$ cat config.mk
export PLATFORM = sky130hd
export DESIGN_NAME = prog_stream_loader
export DESIGN_NICKNAME = d
export VERILOG_FILES = /design/src/rtl/prog_stream_loader.sv
export SDC_FILE = /design/constraint.sdc
export NUM_CORES = 1
export LEC_CHECK = 0
export ABC_CLOCK_PERIOD_IN_PS = 2000
export CORE_AREA = 10 10 74 76
export CTS_CLUSTER_DIAMETER = 30
export DETAILED_ROUTE_END_ITERATION = 8
export DIE_AREA = 0 0 84 86
export PLACE_DENSITY = 0.74
export REMOVE_ABC_BUFFERS = 1
export SKIP_CTS_REPAIR_TIMING = 1
export SYNTH_ARGS = -nofsm -noshare
export SYNTH_HDL_FRONTEND = slang
export SYNTH_SLANG_ARGS = --single-unit
$ cat constraint.sdc
create_clock -name clk -period 2 [get_ports clk]
set_input_delay 0.3 -clock clk [delete_from_list [all_inputs] [get_ports clk]]
set_output_delay 0.3 -clock clk [all_outputs]
set_load 0.02 [all_outputs]
$ cat src/rtl/prog_stream_loader.sv
// prog_stream_loader
//   Feeds the configuration chain. Config bytes arrive over a valid/ready
//   handshake and are shifted out LSB-first on prog_en/prog_in for exactly
//   CHAIN_LEN shift cycles. The bits displaced out of the chain (prog_out)
//   are folded into a CRC-8 readback signature.
//
// Ports
//   clk        : single clock, also the chain's prog_clk
//   rst        : asynchronous, active-high reset
//   start      : 1-cycle pulse, begins a load (honoured in IDLE or DONE)
//   abort      : level, cancels the load and returns to IDLE
//   byte_in    : config byte, bit 0 shifted first
//   byte_valid : byte_in valid
//   byte_ready : loader accepts byte_in this cycle
//   prog_en    : chain shift enable (registered)
//   prog_in    : chain serial data (registered)
//   prog_out   : chain serial output, sampled on every prog_en=1 cycle
//   busy       : loading (waiting for a byte or shifting)
//   done       : load complete, held until start, abort or rst
//   crc        : CRC-8 of the prog_out bits, valid when done=1
module prog_stream_loader #(
    parameter int          CHAIN_LEN = 128,
    parameter logic [7:0]  CRC_POLY  = 8'h07
) (
    input  logic       clk,
    input  logic       rst,
    input  logic       start,
    input  logic       abort,
    input  logic [7:0] byte_in,
    input  logic       byte_valid,
    output logic       byte_ready,
    output logic       prog_en,
    output logic       prog_in,
    input  logic       prog_out,
    output logic       busy,
    output logic       done,
    output logic [7:0] crc
);

    localparam int CNT_W = $clog2(CHAIN_LEN + 1);

    typedef enum logic [1:0] {
        S_IDLE,
        S_WAIT_BYTE,
        S_SHIFT,
        S_DONE
    } state_t;

    state_t           state, state_next;
    logic [7:0]       sreg;      // bits of the current byte still to shift
    logic [3:0]       nbits;     // bits left in the current byte, incl. the one on prog_in
    logic [CNT_W-1:0] bitcnt;    // bits shifted since start
    logic [7:0]       crc_q;

    logic             load;
    logic             shift;
    logic             clear;
    logic [CNT_W-1:0] cnt_inc;
    logic [CNT_W-1:0] load_cnt;
    logic [31:0]      remaining;
    logic [3:0]       nbits_load;
    logic             last_of_byte;
    logic             last_of_chain;
    logic             fb;
    logic [7:0]       crc_next;

    assign cnt_inc       = bitcnt + CNT_W'(1);
    assign last_of_byte  = (nbits == 4'd1);
    assign last_of_chain = (cnt_inc == CNT_W'(CHAIN_LEN));

    // A byte loaded back-to-back during SHIFT starts after the bit now on
    // prog_in, so its budget is measured from the incremented count.
    assign load_cnt   = (state == S_SHIFT) ? cnt_inc : bitcnt;
    assign remaining  = 32'(CHAIN_LEN) - 32'(load_cnt);
    assign nbits_load = (remaining >= 32'd8) ? 4'd8 : remaining[3:0];

    assign fb       = crc_q[7] ^ prog_out;
    assign crc_next = {crc_q[6:0], 1'b0} ^ (fb ? CRC_POLY : 8'h00);

    assign busy = (state == S_WAIT_BYTE) || (state == S_SHIFT);
    assign done = (state == S_DONE);
    assign crc  = crc_q;

    // NOTE: every signal assigned here gets a default first, so no path
    // leaves one unassigned and no latch is inferred.
    always_comb begin
        state_next = state;
        byte_ready = 1'b0;
        load       = 1'b0;
        shift      = 1'b0;
        clear      = 1'b0;
        // Abort wins over start and over a handshake; byte_ready is held low
        // so the feeder never believes a dropped byte was taken.
        if (abort) begin
            state_next = S_IDLE;
            clear      = 1'b1;
        end else begin
            unique case (state)
                S_IDLE, S_DONE: begin
                    if (start) begin
                        state_next = S_WAIT_BYTE;
                        clear      = 1'b1;
                    end
                end
                S_WAIT_BYTE: begin
                    byte_ready = 1'b1;
                    if (byte_valid) begin
                        load       = 1'b1;
                        state_next = S_SHIFT;
                    end
                end
                S_SHIFT: begin
                    shift = 1'b1;
                    if (last_of_chain) begin
                        state_next = S_DONE;
                    end else if (last_of_byte) begin
                        byte_ready = 1'b1;
                        if (byte_valid) begin
                            load = 1'b1;
                        end else begin
                            state_next = S_WAIT_BYTE;
                        end
                    end
                end
                default: state_next = S_IDLE;
            endcase
        end
    end

    // NOTE: sequential state uses non-blocking assignments only, so every
    // register samples pre-edge values regardless of statement order.
    always_ff @(posedge clk or posedge rst) begin
        if (rst) begin
            state   <= S_IDLE;
            prog_en <= 1'b0;
            prog_in <= 1'b0;
            sreg    <= 8'h00;
            nbits   <= 4'd0;
            bitcnt  <= '0;
            crc_q   <= 8'h00;
        end else begin
            state   <= state_next;
            prog_en <= (state_next == S_SHIFT);
            if (clear) begin
                bitcnt <= '0;
                crc_q  <= 8'h00;
            end
            if (shift) begin
                bitcnt <= cnt_inc;
                crc_q  <= crc_next;
                nbits  <= nbits - 4'd1;
                // prog_in holds when the byte runs out, so it never moves
                // while prog_en is dropping.
                if (!last_of_byte) begin
                    prog_in <= sreg[0];
                    sreg    <= {1'b0, sreg[7:1]};
                end
            end
            // Placed after the shift update so a back-to-back load overrides it.
            if (load) begin
                prog_in <= byte_in[0];
                sreg    <= {1'b0, byte_in[7:1]};
                nbits   <= nbits_load;
            end
        end
    end

endmodule

==> results.md <==
- Setup TNS: -358 ps
- CTS tree: done
- FILL cells: 283
- Core area: 0.00397 mm2
- Syn-to-layout area delta: 45.1%
- Clock skew: 6.66 ps
- Final setup vio count: 6
- Vias in the first global route: 1699
- # H-tree levels: 2
- Initial DRC count: 162
- Cell Area, Synth: 0.00194 mm2
- Req. time, crit path: 1700 ps
- Placed Area: 0.00250 mm2
- Slew headroom: 71.4%
- Starting Density: 49.0%
- WL final: 5400 um
- # diodes: 0
- Hold Crit Class: input port to asynchronous set/reset pin
- Final Util: 71.0%
- Worst-Margin Slew: 427 ps
- Failing checks: setup timing
- CTS max path bufs: 2
- Final Max Tran Viols: 0
- RSZ-0062 raised after global routing: true
- Avg Cell Area, Syn: 9.30 um2
- Buffers on Ports: 26
- Chip Height: 86 um
- Final instance area: 0.00282 mm2
- Yosys top cell by area: dfrtp_1
- Share of the synthesized area in the top cell type: 39.9%
- Max_cap viols: 0
- First-pass GRT wire length: 7840 um
- I/O pin total: 27
- Period utilization: 112%
- DP HPWL: 3440 um
- Vias: 1874
- Ratio of cells with drive above 1 in the final layout: 30.2%
- CTS buffer count: 5
- Worst skew pair latency: 290 ps
- Crit path DAT: 1950 ps
- Reg clk slew, reported paths: 70 ps
- Mapped Cells: 209
- Overall routing resource usage: 12.9%
- Die Area: 0.00722 mm2
- Residual DRC: 0
- Initial antenna violation count: 0
- Register area share after synthesis: 39.9%
- VDD IR max: 0.904 mV
- 1st-pass router iterations: 4
- Max Fclk: 445 MHz
- Count of different cell masters after synthesis: 41
- Rows: 23
- Flops & latches, synth: 31
- PD cells: 1050 mW/mm2
- CTS root buffer: clkbuf_8
- CP Capture Type: primary output
- Status: complete, but fails checks
- Worst path max stage delay: 450 ps
- Post-DRT Antenna Nets: 0
- Worst Setup Slack, final: -249 ps
- Placer congestion estimate: 0.827
- WHS: 405 ps
- Minimum clock period: 2250 ps
- Largest net degree at the start of global routing: 32
- Fin. Hold Viols: 0
- Kind of critical path: flop to primary output
- Synthesis Warnings: 0
- CP Launch Type: flop
- Worst Path Max Fanout: 5
- Critical Path Slowest Stage Cell: dfrtp_2
- Pleak: 0.00120 uW
- Worst-path cell chain: xor2_1, nand4_1, a2111oi_4, nor2_1, o21a_1, buf_6
- DR vias/cell: 5.71
- Path depth of the worst reg2reg path: 7
- Routed len/inst: 16.5 um
- Final layout net count: 300
- GR Overflow Total: 0
- # clock sinks: 31
- Main area contributors after synthesis: dfrtp_1 40%, o21ai_0 5.7%, ha_1 5.1%, nand2_1 4.2%, mux2i_1 4.1%
- Die W: 84 um
## sequential cells by signal (all words and copies together) (netlist names)
| register | cells |
|---|---|
| bitcnt | 8 |
| crc | 8 |
| nbits | 4 |
| prog_en | 1 |
| prog_in | 1 |
| sreg | 7 |
| state | 2 |
## where the power goes
| group | total (uW) | switching (uW) | leakage [uW] | internal (uW) |
|---|---|---|---|---|
| logic | 1480 | 746 | 0.000735 | 730 |
| registers | 895 | 108 | 0.000413 | 787 |
| clock network | 596 | 231 | 0.0000513 | 365 |
| total | 2970 | 1080 | 0.00120 | 1880 |
## final timing paths
path,start,slack [ps],to
min in group clk,crc[1]$_DFFE_PP0P_,540,crc[1]$_DFFE_PP0P_
max in group asynchronous,rst,1280,bitcnt[6]$_DFFE_PP0P_
max,bitcnt[6]$_DFFE_PP0P_,-250,byte_ready
max reg2reg,bitcnt[6]$_DFFE_PP0P_,-70,prog_en$_DFF_PP0_
min reg2reg,crc[1]$_DFFE_PP0P_,540,crc[1]$_DFFE_PP0P_
min,rst,400,sreg[2]$_DFFE_PP0P_
## routing by layer
metal  GRT usage (%)  routed length (um)
met1            15.1                2120
met4            6.39                 150
met5               0                   0
met2            21.7                2800
met3            3.12                 325
## logic make-up after synthesis
logic type / share of synthesized area [%]
buffers and inverters: 6.63
multiplexers: 4.70
flip-flops: 39.9
adder cells (fa/ha/maj): 5.15
AND/OR/NAND/NOR: 15.3
AO/OA/AOI/OAI: 22.0
XOR/XNOR: 6.31
## worst max-delay path: cells and delay by family, from the launching register on
kind,cells,cell delay [ps]
AND/OR/NAND/NOR,2,290
flip-flops,1,450
buffers and inverters,1,130
XOR/XNOR,1,220
AO/OA/AOI/OAI,2,570
## synthesized netlist by cell type (all sizes together)
| library cell | n |
|---|---|
| dfrtp | 31 |
| o21ai | 24 |
| nand2 | 22 |
| nor2 | 14 |
| buf | 11 |
| inv | 11 |
| ha | 8 |
| mux2i | 8 |
| xnor2 | 8 |
| nand4 | 6 |
| xor2 | 6 |
| a22o | 5 |
| clkbuf | 5 |
| o22ai | 5 |
| a21oi | 4 |
| nand2b | 4 |
| nand3 | 4 |
| nor4 | 4 |
| a211oi | 3 |
| a311oi | 3 |
| o21a | 3 |
| a2111oi | 2 |
| a31oi | 2 |
| and4 | 2 |
| nor2b | 2 |
| o31ai | 2 |
| o41ai | 2 |
| a21o | 1 |
| a41oi | 1 |
| and2 | 1 |
| and3 | 1 |
| mux2 | 1 |
| nor3 | 1 |
| nor3b | 1 |
| o2111ai | 1 |
## cell usage in the layout, fill, tap and decap left out, types with 3 or more instances in the layout
master           count
buf_4               46
dfrtp_1             29
clkdlybuf4s50_1     24
nand2_1             21
o21ai_0             19
nor2_1              14
inv_1               11
mux2i_1              8
xor2_1               6
nand4_1              6
xnor2_1              6
buf_6                6
a22o_1               5
ha_1                 5
clkbuf_8             5
nand3_1              4
nand2b_1             4
o22ai_1              4
a21oi_1              3
o21a_1               3
## per-stage QoR
step / setup slack, ps / instances / total power, uW
after detailed placement: -526 / 310 / 2160
after global routing: -329 / 328 / 3160
after CTS: -837 / 317 / 2760
after global placement: -468 / 310 / 2120
final: -249 / 328 / 2970
after floorplan: -402 / 193 / 1640
## cell type report
cell class / count / area, um2 / area share [%]
multi-input cells: 151 / 1150 / 40.8
flip-flops and latches: 31 / 778 / 27.6
clock inverters: 1 / 30.0 / 1.06
well taps: 50 / 62.6 / 2.22
repair buffers: 78 / 686 / 24.3
clock buffers: 6 / 72.6 / 2.57
inverters: 11 / 41.3 / 1.46
Power figures use the tool's default switching activity.
